--- config.mk ---
export PLATFORM = sky130hd
export DESIGN_NAME = id_ex_stage
export DESIGN_NICKNAME = d
export VERILOG_FILES = /design/src/rtl/id_ex_stage.sv
export SDC_FILE = /design/constraint.sdc
export NUM_CORES = 1
export LEC_CHECK = 0
export ABC_AREA = 1
export ABC_CLOCK_PERIOD_IN_PS = 4030
export CORE_AREA = 2 2 166 168
export CTS_CLUSTER_SIZE = 8
export DETAILED_ROUTE_END_ITERATION = 16
export DIE_AREA = 0 0 168 170
export PLACE_DENSITY_LB_ADDON = 0.08
export SLEW_MARGIN = 20
export SYNTH_ARGS = -nofsm -noshare
export SYNTH_HDL_FRONTEND = slang
export SYNTH_SLANG_ARGS = --single-unit
--- constraint.sdc ---
create_clock -name i_clk -period 4.03 [get_ports i_clk]
set_input_delay 0.403 -clock i_clk [delete_from_list [all_inputs] [get_ports i_clk]]
set_output_delay 0.403 -clock i_clk [all_outputs]
set_load 0.1 [all_outputs]
--- src/rtl/id_ex_stage.sv ---
// id_ex_stage: ID->EX pipeline register with operand forwarding and hazard stall.
// Latency: 1 cycle from ID inputs to EX outputs; o_stall_id is combinational.
// Backpressure: i_hold freezes the stage, i_flush kills it; optional macro OPERAND_FWD_EN enables EX/MEM forwarding.
module id_ex_stage #(
  parameter int          CTRL_W   = 12,
  parameter logic [31:0] RESET_PC = 32'h0000_0000
) (
  input  logic              i_clk,
  input  logic              i_rst,
  input  logic              i_hold,
  input  logic              i_flush,
  input  logic              i_id_valid,
  input  logic [31:0]       i_id_pc,
  input  logic [4:0]        i_id_rs,
  input  logic [4:0]        i_id_rt,
  input  logic              i_id_uses_rs,
  input  logic              i_id_uses_rt,
  input  logic [4:0]        i_id_waddr,
  input  logic              i_id_regwrite,
  input  logic              i_id_memread,
  input  logic [31:0]       i_id_imm,
  input  logic [CTRL_W-1:0] i_id_ctrl,
  input  logic [31:0]       i_rf_rdata1,
  input  logic [31:0]       i_rf_rdata2,
  input  logic [31:0]       i_ex_result,
  input  logic              i_mem_regwrite,
  input  logic [4:0]        i_mem_waddr,
  input  logic [31:0]       i_mem_wdata,
  input  logic              i_wb_we,
  input  logic [4:0]        i_wb_waddr,
  input  logic [31:0]       i_wb_wdata,
  output logic              o_ex_valid,
  output logic [31:0]       o_ex_pc,
  output logic [31:0]       o_ex_opa,
  output logic [31:0]       o_ex_opb,
  output logic [31:0]       o_ex_imm,
  output logic [CTRL_W-1:0] o_ex_ctrl,
  output logic [4:0]        o_ex_waddr,
  output logic              o_ex_regwrite,
  output logic              o_ex_memread,
  output logic              o_stall_id
);

  logic              valid_q, regwrite_q, memread_q;
  logic [31:0]       pc_q, opa_q, opb_q, imm_q;
  logic [CTRL_W-1:0] ctrl_q;
  logic [4:0]        waddr_q;
  logic [31:0]       opa_d, opb_d;
  logic              lu;

  // Source-register matches against the instruction currently in EX
  logic rs_hit_ex, rt_hit_ex;
  assign rs_hit_ex = i_id_uses_rs && (i_id_rs == waddr_q);
  assign rt_hit_ex = i_id_uses_rt && (i_id_rt == waddr_q);

`ifdef OPERAND_FWD_EN
  // EX results are forwardable only for non-load writers; loads are caught by lu
  logic ex_fwd_ok;
  assign ex_fwd_ok = valid_q && regwrite_q && !memread_q;

  // Load-use: the loaded value exists only from MEM onwards, so bubble once
  always_comb begin
    lu = i_id_valid && valid_q && memread_q && (waddr_q != 5'd0) && (rs_hit_ex || rt_hit_ex);
  end
`else
  // Without forwarding, any pending writer in EX or MEM blocks until it reaches WB
  logic rs_hit_mem, rt_hit_mem, ex_haz, mem_haz;
  logic unused_fwd_inputs;
  assign unused_fwd_inputs = ^{i_ex_result, i_mem_wdata};
  assign rs_hit_mem = i_id_uses_rs && (i_id_rs == i_mem_waddr);
  assign rt_hit_mem = i_id_uses_rt && (i_id_rt == i_mem_waddr);
  assign ex_haz  = valid_q && regwrite_q && (waddr_q != 5'd0) && (rs_hit_ex || rt_hit_ex);
  assign mem_haz = i_mem_regwrite && (i_mem_waddr != 5'd0) && (rs_hit_mem || rt_hit_mem);

  // General RAW hazard: bubble while the writer is in EX or MEM
  always_comb begin
    lu = i_id_valid && (ex_haz || mem_haz);
  end
`endif

  // Resolve rs operand: r0, then EX, MEM, WB write-through, then register file
  always_comb begin
    opa_d = i_rf_rdata1;
    if (i_id_rs == 5'd0)
      opa_d = 32'd0;
`ifdef OPERAND_FWD_EN
    else if (ex_fwd_ok && (waddr_q == i_id_rs))
      opa_d = i_ex_result;
    else if (i_mem_regwrite && (i_mem_waddr == i_id_rs))
      opa_d = i_mem_wdata;
`endif
    else if (i_wb_we && (i_wb_waddr == i_id_rs))
      opa_d = i_wb_wdata;
  end

  // Resolve rt operand with the same priority as rs
  always_comb begin
    opb_d = i_rf_rdata2;
    if (i_id_rt == 5'd0)
      opb_d = 32'd0;
`ifdef OPERAND_FWD_EN
    else if (ex_fwd_ok && (waddr_q == i_id_rt))
      opb_d = i_ex_result;
    else if (i_mem_regwrite && (i_mem_waddr == i_id_rt))
      opb_d = i_mem_wdata;
`endif
    else if (i_wb_we && (i_wb_waddr == i_id_rt))
      opb_d = i_wb_wdata;
  end

  // A flush redirects fetch, so holding IF/ID would be pointless
  assign o_stall_id = (i_hold || lu) && !i_flush;

  // Pipeline register: flush beats hold, hold beats bubble, bubble beats load
  always_ff @(posedge i_clk or posedge i_rst) begin
    if (i_rst) begin
      valid_q    <= 1'b0;
      regwrite_q <= 1'b0;
      memread_q  <= 1'b0;
      pc_q       <= RESET_PC;
      opa_q      <= 32'd0;
      opb_q      <= 32'd0;
      imm_q      <= 32'd0;
      ctrl_q     <= '0;
      waddr_q    <= 5'd0;
    end else if (i_flush || (!i_hold && lu)) begin
      valid_q    <= 1'b0;
      regwrite_q <= 1'b0;
      memread_q  <= 1'b0;
    end else if (!i_hold) begin
      valid_q    <= i_id_valid;
      regwrite_q <= i_id_valid && i_id_regwrite && (i_id_waddr != 5'd0);
      memread_q  <= i_id_valid && i_id_memread;
      pc_q       <= i_id_pc;
      opa_q      <= opa_d;
      opb_q      <= opb_d;
      imm_q      <= i_id_imm;
      ctrl_q     <= i_id_ctrl;
      waddr_q    <= i_id_waddr;
    end
  end

  assign o_ex_valid    = valid_q;
  assign o_ex_pc       = pc_q;
  assign o_ex_opa      = opa_q;
  assign o_ex_opb      = opb_q;
  assign o_ex_imm      = imm_q;
  assign o_ex_ctrl     = ctrl_q;
  assign o_ex_waddr    = waddr_q;
  assign o_ex_regwrite = regwrite_q;
  assign o_ex_memread  = memread_q;

endmodule

# ---- Word-level counts from Yosys, hierarchy flattened
# Cells that the tools add are included.
dict set report op_classes {
  eq_ne 7
  mux 10
  n_bitwise 2
  n_reduce_logical 30
}
# op n
set op_table {}
lappend op_table {{$mux W32} 4}
lappend op_table {{$eq A5 B5 Y1} 6}
lappend op_table {{$logic_and A1 B1 Y1} 17}
lappend op_table {{$reduce_bool A5 Y1} 3}
lappend op_table {{$logic_not A5 Y1} 2}
lappend op_table {{$mux W1} 6}
lappend op_table {{$logic_or A1 B1 Y1} 5}
lappend op_table {{$logic_not A1 Y1} 2}
lappend op_table {{$ne A2 B1 Y1 const B} 1}
lappend op_table {{$not A1 Y1} 2}
lappend op_table {{$reduce_and A2 Y1} 1}
dict set report totals {
  register_bits 148
  inputBits 272
  output_inout_bits 149
  wordCells 58
}

# ---- Depth between registers and ports, before layout
# Gate-level depths: netlist (run 1).
dict set report logic_depth {
  depth_word 10
  ltp_mapped 14
  ltp_nobuf 12
}

# ---- Worst setup path after synthesis (run 1)
# OpenSTA, ideal clock, no wires.
dict set report synth_path {
  path_kind {flip-flop to output port}
  from {reg waddr_q[0] (netlist: o_ex_waddr[0])}
  to {out o_stall_id}
  arrival_ps 3456
  t_required_ps 3627
  path_slack_ps 171
  stages_incl_launch_ff 13
  n_path_buf 2
  cell_sequence {dfrtp_1 inv_1 nand2_1 nand2_1 nor2_1 nand3_1 nand2_1 nand2_1 nand2_1 nand2_2 buf_2 buf_2 a21oi_1}
}
dict set report synth_between {
  elab_chain_len 8
  word_cells_on_any_way 12
}
# item line_no
set synth_rtl {}
lappend synth_rtl {{start: declaration} 47} ;# logic [4:0] waddr_q;
lappend synth_rtl {{start signal: assignment} 139} ;# waddr_q <= i_id_waddr;
lappend synth_rtl {{$eq A5 B5 Y1 (on tied branches)} {53, 54}}
lappend synth_rtl {{$logic_and A1 B1 Y1 (on tied branches)} {53, 54}}
lappend synth_rtl {{$logic_or A1 B1 Y1} 72} ;# assign ex_haz = valid_q && regwrite_q && (waddr_q != 5'd0) && (rs_hit_ex || rt_hit_ex);
lappend synth_rtl {{$logic_and A1 B1 Y1 *} 72}
lappend synth_rtl {{$logic_or A1 B1 Y1 *} 77} ;# lu = i_id_valid && (ex_haz || mem_haz);
lappend synth_rtl {{$logic_and A1 B1 Y1 *} 77}
lappend synth_rtl {{$logic_or A1 B1 Y1 *} 112} ;# assign o_stall_id = (i_hold || lu) && !i_flush;
lappend synth_rtl {{$logic_and A1 B1 Y1 *} 112}
lappend synth_rtl {{end: declaration} 41} ;# output logic o_stall_id
# Every way passes the cells marked *; elsewhere a longest branch is shown, timed or not.

# ---- Final worst setup path (run 1)
dict set report layout_path {
  from {in i_id_rt[3]}
  to {out o_stall_id}
}
dict set report layout_between {
  elab_chain_len 8
  word_cells_on_any_way 12
}
# item line_no
set layout_rtl {}
lappend layout_rtl {{start: declaration} 15} ;# input logic [4:0] i_id_rt,
lappend layout_rtl {{$eq A5 B5 Y1 (on tied branches)} {54, 71}}
lappend layout_rtl {{$logic_and A1 B1 Y1 (on tied branches)} {54, 71}}
lappend layout_rtl {{$logic_or A1 B1 Y1 (on tied branches)} {72, 73}}
lappend layout_rtl {{$logic_and A1 B1 Y1 (on tied branches)} {72, 73}}
lappend layout_rtl {{$logic_or A1 B1 Y1 *} 77}
lappend layout_rtl {{$logic_and A1 B1 Y1 *} 77}
lappend layout_rtl {{$logic_or A1 B1 Y1 *} 112}
lappend layout_rtl {{$logic_and A1 B1 Y1 *} 112}
# Marked as above.

==> metrics.csv, run 1 <==
metric;value;unit
status;finished clean;
synth-edff-count;0;
setup_viol;0;
via_per_inst;4.43;
cts-root-buf;clkbuf_16;
dieArea;0.0286;mm2
slew-limit-headroom;28.4;%
cp-start-kind;primary input;
area_growth;56.6;%
yosysTopAreaCell;dfrtp_1;
post_cts.repair.setup_buffers;0;
p_per_area;499;mW/mm2
synth_common_cells;nand2_1, nor2_1, nand3_1;
synth.top_cell.area_share;47.9;%
drive_above_1_share;3.83;%
wirelength;28.6;mm
overflow;0;
cts_made_buffers;17;
drc;0;
ys.flop_type;dfrtp_1;
gp_congestion;0.827;
ys_types;20;
drt-initial-drc-count;543;
p_leak;0.00640;uW
hold_path_class;flop to flop;
clock-sinks;148;
grt_max_degree;149;
worstPathArrival;2.63;ns
cts_resized;0;
drt-wirelength-per-cell;15.8;um
io_pins;421;
ys_seq_area_share;47.9;%
synth.cell_area;0.00773;mm2
rsz0062_at_grt;false;
fmax;0.330;GHz
maxCapViolations;0;
end_kind;output pin;
crit_fanout;40;
die_y;170;um
vias;7993;
initial_core_util;29.0;%
slew_viol_final;0;
synth_nets;1403;
finalSetupTns;0;ns
synthCells;1131;
critPathKind;primary input to output pin;
crit_required;3.63;ns
worst_pin_slew;1.07;ns
synth-seq-cells;148;
grt_pass1_vias;7828;
clk_pin_slew;0.07;ns
vdd_ir_drop_max;0.000259;V
fillers;2755;
h-tree-depth;4;
synthArstFlopShare;100;%
num_rows;60;
grt_first_pass_wirelength;44.9;mm
dieWidth;168;um
period_needed;3.03;ns
clk_latency;0.42;ns
finClkSkew;0.0146;ns
finalCritPeriodShare;75.2;%
grt_usage;20.1;%
portBuffers;356;
yosysMostFrequentCell;nand2_1;
nets;1722;
ant_nets;0;
finalPower;6040;uW
syn_avg_cell_area;6.84;um2
drt-pass1-iter-count;5;
ys_warn_count;0;
cts_tree;built;
holdWs;0.469;ns
coreArea;0.0267;mm2
clk_path_buf_depth;2;
antenna_found_initial;2;
synthTopCellsByArea;dfrtp_1, nand2_1, nand3_1, nor2_1, inv_1;
post-dp-hpwl;19.4;mm
hold_violations;0;
holdBufCountCts;0;
## through the flow
step / worst slack (ns) / std cells / cell area [um2] / utilization (%)
6_report: 0.998 / 1805 / 12100 / 45.4
4_1_cts: 0.986 / 1804 / 12100 / 45.4
3_5_place_dp: 0.878 / 1772 / 11500 / 43.2
3_3_place_gp: 0.898 / 1772 / 11500 / 43.2
2_1_floorplan: 0.171 / 1131 / 7730 / -
5_1_grt: 0.750 / 1805 / 12100 / 45.4
## layout make-up
type / instances / area, um2 / area share [%]
multi-input cells: 826 / 3370 / 27.8
diodes: 1 / 2.50 / 0.0207
flip-flops and latches: 148 / 3700 / 30.6
clock buffers: 17 / 425 / 3.51
inverters: 92 / 349 / 2.88
clock inverters: 15 / 165 / 1.36
well taps: 341 / 427 / 3.52
repair buffers: 365 / 3670 / 30.3
## metal layers
metal / track usage, % / vias up / wire length (um)
li1: - / 4087 / -
met5: 0 / - / 13
met4: 5.48 / 2 / 377
met2: 32.3 / 241 / 13200
met1: 25.9 / 3642 / 12600
met3: 6.63 / 21 / 2430
## where the power goes
part / internal [uW] / switching [uW]
registers: 1680 / 114
logic: 648 / 1950
clock network: 883 / 762
## state kept, by name (all words and copies together) (netlist names)
register       flops
o_ex_ctrl         12
o_ex_valid         1
o_ex_regwrite      1
o_ex_opa          32
o_ex_opb          32
o_ex_imm          32
o_ex_waddr         5
o_ex_pc           32
o_ex_memread       1
## critical path, stage by stage
cell	delay [ns]
clkdlybuf4s50_1	0.65
inv_2	0.06
nand2_1	0.06
nand2_1	0.05
nor2_1	0.16
nand3_1	0.10
nand2_1	0.07
nand2_1	0.05
nand2_1	0.12
nand2_4	0.30
a21oi_1	0.26
buf_4	0.32
## final timing paths
| path | slack [ns] | end | cells past startpoint | startpoint |
|---|---|---|---|---|
| worst min register to register | 0.47 | o_ex_opb[24]$_DFFE_PP0P_ | 2 | o_ex_opb[24]$_DFFE_PP0P_ |
| worst max register to register | 1.51 | o_ex_imm[21]$_DFFE_PP0P_ | 13 | o_ex_waddr[4]$_DFFE_PP0P_ |
| max in group asynchronous | 2.82 | o_ex_opa[24]$_DFFE_PP0P_ | 3 | i_rst |
| worst min-delay path | 0.47 | o_ex_opb[24]$_DFFE_PP0P_ | 2 | o_ex_opb[24]$_DFFE_PP0P_ |
| worst max-delay path | 1.0 | o_stall_id | 12 | i_id_rt[3] |
| min in group asynchronous | 0.61 | o_ex_pc[8]$_DFFE_PP0P_ | 3 | i_rst |
## cell families (layout without fill, tap and decap cells)
kind of cell              after synthesis  in the layout  synth area share (%)
and+or+nand+nor                       816            816                  42.6
other                                   0              1                     0
xor gates and xnor gates                2              2                 0.227
DFF                                   148            148                  47.9
buffers and inverters                 157            489                  8.71
AOI/OAI and AO/OA                       8              8                 0.518
## cells in the final DEF (no fill, tap or decap)
master           count
clkinvlp_4           2
clkinv_8             1
inv_6                3
o21ai_0              6
diode_2              1
nand4_1              3
xor2_1               2
clkinv_2             1
clkbuf_16           17
nor2_4               1
nor3_2               1
o21ai_1              1
buf_12               3
a21oi_1              1
nor2_1             157
clkdlybuf4s50_1    355
nand3_1            153
inv_2                6
clkinv_4             4
dfrtp_1            148
nor3_1               4
inv_1               85
bufinv_16            1
buf_4                7
nand2_1            492
nand2_4              2
nand3_2              3
inv_8                4
No activity file was read; power rests on OpenSTA's default activity.
==> run 2: changes to the inputs <==
- ABC_CLOCK_PERIOD_IN_PS: 4030 -> 2900
- clock period: 4.03 -> 2.9 ns (I/O delays scaled with it)
==> run 2 against run 1 <==
Compared with the run above:
- wire length barely moved
- global-route usage hardly changed
- via count up 0.80%
- largest power group unchanged
- sequential share of layout area rose by 0.60 points
- highest routed layer unchanged
- clock skew fell by 0.0012 ns
==> metrics.csv, run 2 (synthesized netlist as in run 1, its figures left out) <==
metric;value;unit;change
status;finished clean;;unchanged
p_leak;0.00664;uW;was 0.00640 uW
die_y;170;um;unchanged
drt-initial-drc-count;461;;was 543
grt_usage;20.1;%;about the same
cp-start-kind;primary input;;unchanged
dieArea;0.0286;mm2;unchanged
wl_met2;12.7;mm;was 13.2 mm
wirelength;28.6;mm;about the same
crit_fanout;17;;was 40
cts_made_buffers;17;;unchanged
vias;8057;;was 7993
coreArea;0.0267;mm2;unchanged
p_per_area;701;mW/mm2;was 499 mW/mm2
final_common_cell;nand2_1;;unchanged
clk_latency;0.42;ns;about the same
portBuffers;356;;unchanged
post_cts.repair.setup_buffers;0;;unchanged
end_kind;output pin;;unchanged
slew-limit-headroom;68.9;%;was 28.4%
post-dp-hpwl;19.5;mm;was 19.4 mm
antenna_found_initial;3;;was 2
cts_resized;0;;unchanged
slew_viol_final;0;;unchanged
drt-wirelength-per-cell;15.8;um;about the same
cts_tree;built;;unchanged
worstPathArrival;2.18;ns;was 2.63 ns
h-tree-depth;4;;unchanged
setup_viol;0;;unchanged
grt_pass1_vias;7902;;was 7828
nets;1725;;was 1722
finalSetupTns;0;ns;unchanged
period_needed;2.47;ns;
critPathKind;primary input to output pin;;unchanged
combPwrFrac;42.4;%;was 43.0%
crit_required;2.61;ns;was 3.63 ns
clock-sinks;148;;unchanged
wl_met1;12.6;mm;about the same
io_pins;421;;unchanged
dieWidth;168;um;unchanged
finalCritPeriodShare;85.1;%;
overflow;0;;unchanged
final_cell_mix;nand2_1, clkdlybuf4s50_1, nor2_1;;unchanged
drive_above_1_share;14.1;%;was 3.83%
vdd_ir_drop_max;0.000300;V;was 0.000259 V
fmax;0.405;GHz;
switching_power;3920;uW;was 2820 uW
cts-root-buf;clkbuf_16;;unchanged
holdBufCountCts;0;;unchanged
gp_congestion;0.858;;was 0.827
slowest_delay;0.65;ns;about the same
clk_pin_slew;0.07;ns;about the same
drc;0;;unchanged
crit_buf_inv;3;;unchanged
grt_max_degree;90;;was 149
netSwitchingFraction;47.1;%;was 46.8%
via_per_inst;4.46;;was 4.43
cpMaxStageDelayCell;clkdlybuf4s50_1;;unchanged
pwr-share-seq;30.1;%;was 29.7%
path_cells;clkdlybuf4s50_1 -> inv_2 -> nand2_1 -> nand2_1 -> nor2_1 -> nand3_1 -> nand2_1 -> nand2_1 -> nand2_1 -> nand2_4 -> a21oi_4 -> buf_12;;was clkdlybuf4s50_1 -> inv_2 -> nand2_1 -> nand2_1 -> nor2_1 -> nand3_1 -> nand2_1 -> nand2_1 -> nand2_1 -> nand2_4 -> a21oi_1 -> buf_4
initial_core_util;29.0;%;unchanged
grt_first_pass_wirelength;44.8;mm;was 44.9 mm
rsz0062_at_grt;false;;unchanged
pwr-share-clk;27.5;%;was 27.2%
area_growth;53.6;%;was 56.6%
holdWs;0.330;ns;was 0.469 ns
num_rows;60;;unchanged
ant_nets;0;;unchanged
finClkSkew;0.0134;ns;was 0.0146 ns
p_int;4410;uW;was 3210 uW
worst_pin_slew;0.467;ns;was 1.07 ns
drt-pass1-iter-count;4;;was 5
routed.top_layer;met5;;unchanged
crit_family;buffers and inverters;;unchanged
hold_violations;0;;unchanged
clk_path_buf_depth;2;;unchanged
cp_common_cell;nand2_1;;unchanged
hold_path_class;primary input to async pin;;was flop to flop
maxCapViolations;0;;unchanged
wl_met3;2.54;mm;was 2.43 mm
[run 2: metal layers]
layer	up-vias	global-route usage, %
met2	279	31.6
li1	4086	-
met3	43	6.86
met1	3647	25.6
met4	2	7.45
met5	-	0
[run 2: final timing paths]
kind                       slack, ns                      start  cells past startpoint                       end
hold / removal                  0.33                      i_rst                      3  o_ex_imm[11]$_DFFE_PP0P_
setup reg to reg                0.78  o_ex_waddr[2]$_DFFE_PP0P_                     13   o_ex_opb[4]$_DFFE_PP0P_
min in group i_clk              0.42                i_id_pc[25]                      3   o_ex_pc[25]$_DFFE_PP0P_
hold reg to reg                 0.47    o_ex_pc[15]$_DFFE_PP0P_                      2   o_ex_pc[15]$_DFFE_PP0P_
setup / recovery                0.43                 i_id_rt[3]                     12                o_stall_id
max in group asynchronous       2.16                      i_rst                      3   o_ex_opb[3]$_DFFE_PP0P_
[run 2: worst reg2reg max path: cells and delay by family, from the launching register on]
family,cells,cell delay [ns]
DFF,1,0.48
buffers and inverters,2,0.44
and+or+nand+nor,11,1.14
[run 2: power by group through the flow]
stage	logic (uW)	clock network, uW	registers, uW
floorplan	514	0	4570
detailed placement	3550	0	2540
CTS	3560	2380	2500
global placement	3540	0	2530
global route	3700	2460	2540
finish	3530	2290	2500
[run 2: final cells by class]
| type | count | area (um2) |
|---|---|---|
| clock inverter | 14 | 159 |
| multi-input combinational | 826 | 3380 |
| antenna | 1 | 2.50 |
| tap | 341 | 427 |
| timing repair buffer | 368 | 3420 |
| sequential | 148 | 3700 |
| clock buffer | 18 | 439 |
| inverter | 92 | 349 |
| fill | 2816 | 14800 |
[run 2: through the flow]
stage          utilization [%]  power [uW]  instances  cell area [um2]  setup slack [ns]
2_1_floorplan                -        5080       1131             7750            0.0489
3_3_place_gp              42.3        6080       1775            11300             0.326
3_5_place_dp              42.3        6090       1775            11300             0.306
4_1_cts                   44.6        8440       1807            11900             0.408
5_1_grt                   44.6        8700       1808            11900             0.283
6_report                  44.6        8320       1808            11900             0.432
==> run 3: changes to the inputs <==
==> constraint.sdc (replaced) <==
create_clock -name i_clk -period 2.9 [get_ports i_clk]
set_input_delay 0.435 -clock i_clk [delete_from_list [all_inputs] [get_ports i_clk]]
set_output_delay 0.435 -clock i_clk [all_outputs]
set_load 0.1 [all_outputs]
==> run 3 against run 2 <==
Compared with the run above:
- final cell count is 0.39% higher
- worst setup slack worse by 0.18 ns
- combinational power hardly changed
==> metrics.csv, run 3 (synthesized netlist as in run 1, its figures left out) <==
metric;value;unit;change
status;finished clean;;unchanged
grt_max_degree;121;;was 90
drt-wirelength-per-cell;15.7;um;was 15.8 um
area_growth;54.3;%;was 53.6%
pwr-share-clk;27.5;%;about the same
worstPathArrival;2.21;ns;was 2.18 ns
cts-root-buf;clkbuf_16;;unchanged
post-dp-hpwl;19.8;mm;was 19.5 mm
holdBufCountCts;0;;unchanged
clk_pin_slew;0.06;ns;was 0.07 ns
p_int;4400;uW;was 4410 uW
final_cell_mix;nand2_1, clkdlybuf4s50_1, nor2_1;;unchanged
setup_viol;0;;unchanged
end_kind;output pin;;unchanged
crit_fanout;4;;was 17
rrSetupSlack;0.90;ns;was 0.78 ns
slew_viol_final;0;;unchanged
cts_resized;0;;unchanged
via_per_inst;4.45;;was 4.46
clk_latency;0.42;ns;about the same
cp_common_cell;nand2_1;;unchanged
cp-start-kind;primary input;;unchanged
cpMaxStageDelayCell;clkdlybuf4s50_1;;unchanged
clk_path_buf_depth;2;;unchanged
hold_violations;0;;unchanged
wirelength;28.5;mm;was 28.6 mm
drc;0;;unchanged
cts_tree;built;;unchanged
io_pins;421;;unchanged
p_per_area;698;mW/mm2;was 701 mW/mm2
worst_pin_slew;0.730;ns;was 0.467 ns
period_needed;2.65;ns;was 2.47 ns
final_common_cell;nand2_1;;unchanged
dieWidth;168;um;unchanged
initial_core_util;29.0;%;unchanged
drt-initial-drc-count;431;;was 461
post_cts.repair.setup_buffers;0;;unchanged
finClkSkew;0.0121;ns;was 0.0134 ns
finalWorstSetupSlack;0.254;ns;was 0.432 ns
slew-limit-headroom;51.4;%;was 68.9%
cts_made_buffers;17;;unchanged
fmax;0.378;GHz;was 0.405 GHz
critPathKind;primary input to output pin;;unchanged
hold_path_class;flop to flop;;was primary input to async pin
grt_usage;20.0;%;was 20.1%
combPwrFrac;42.5;%;was 42.4%
num_rows;60;;unchanged
vdd_ir_drop_max;0.000303;V;was 0.000300 V
coreArea;0.0267;mm2;unchanged
p_leak;0.00665;uW;was 0.00664 uW
crit_required;2.47;ns;was 2.61 ns
netSwitchingFraction;47.2;%;was 47.1%
pwr-share-seq;30.1;%;about the same
ant_nets;0;;unchanged
finalSetupTns;0;ns;unchanged
slowest_delay;0.61;ns;was 0.65 ns
maxCapViolations;0;;unchanged
drive_above_1_share;14.6;%;was 14.1%
switching_power;3930;uW;was 3920 uW
nets;1729;;was 1725
rsz0062_at_grt;false;;unchanged
vias;8085;;was 8057
path_cells;clkdlybuf4s50_1 -> inv_2 -> nand2_1 -> nand2_1 -> nor2_1 -> nand3_1 -> nand2_1 -> nand2_1 -> nand2_1 -> nand2_4 -> a21oi_4 -> buf_12;;unchanged
overflow;0;;unchanged
place_ws;0.200;ns;was 0.306 ns
drt-pass1-iter-count;4;;unchanged
clock-sinks;148;;unchanged
die_y;170;um;unchanged
portBuffers;356;;unchanged
gp_congestion;0.860;;was 0.858
grt_first_pass_wirelength;45.0;mm;was 44.8 mm
antenna_found_initial;4;;was 3
h-tree-depth;4;;unchanged
grt_pass1_vias;7995;;was 7902
dieArea;0.0286;mm2;unchanged
finalCritPeriodShare;91.3;%;was 85.1%
[run 3: layout make-up]
type                            instances  area [um2]
Tap cell                              341         427
Clock buffer                           18         429
Timing Repair Buffer                  372        3460
Antenna cell                            4        10.0
Fill cell                            2845       14700
Sequential cell                       148        3710
Multi-Input combinational cell        826        3380
Inverter                               92         349
Clock inverter                         14         164
[run 3: worst paths after layout]
| path | from | to | cells past startpoint |
|---|---|---|---|
| setup / recovery | i_id_rs[3] | o_stall_id | 12 |
| hold / removal | o_ex_imm[29]$_DFFE_PP0P_ | o_ex_imm[29]$_DFFE_PP0P_ | 2 |
| setup reg to reg | o_ex_waddr[1]$_DFFE_PP0P_ | o_ex_opa[23]$_DFFE_PP0P_ | 12 |
| hold reg to reg | o_ex_imm[29]$_DFFE_PP0P_ | o_ex_imm[29]$_DFFE_PP0P_ | 2 |
| max in group asynchronous | i_rst | o_ex_opa[15]$_DFFE_PP0P_ | 3 |
| min in group asynchronous | i_rst | o_ex_imm[7]$_DFFE_PP0P_ | 3 |
[run 3: metrics by stage]
| stage | cell area, um2 | total power (uW) | cells | util [%] | hold slack (ns) |
|---|---|---|---|---|---|
| floorplan | 7750 | 5080 | 1131 | - | 0.573 |
| global placement | 11300 | 6090 | 1779 | 42.5 | 0.456 |
| detailed placement | 11300 | 6100 | 1779 | 42.5 | 0.459 |
| CTS | 11900 | 8440 | 1811 | 44.7 | 0.476 |
| global route | 11900 | 8690 | 1814 | 44.7 | 0.491 |
| finish | 11900 | 8330 | 1815 | 44.8 | 0.473 |
[run 3: power by group through the flow]
| stage | sequential (uW) | clock [uW] | combinational, uW |
|---|---|---|---|
| after floorplan | 4570 | 0 | 513 |
| after global placement | 2530 | 0 | 3550 |
| after CTS | 2500 | 2370 | 3560 |
| final | 2500 | 2290 | 3540 |
| after global routing | 2540 | 2440 | 3710 |
| after detailed placement | 2540 | 0 | 3560 |
[run 3: per-layer routing]
metal  routed length, um  up-vias  GRT usage (%)
met3                2550       31           6.81
met5                  16        -              0
li1                    -     4106              -
met1               12200     3682           24.7
met2               13100      264           32.6
met4                 531        2           6.96
[run 3: worst max-delay path, delay by kind of cell]
kind	cells	cell delay [ns]
AOI/OAI and AO/OA	1	0.16
and+or+nand+nor	8	0.74
buffers and inverters	3	0.88
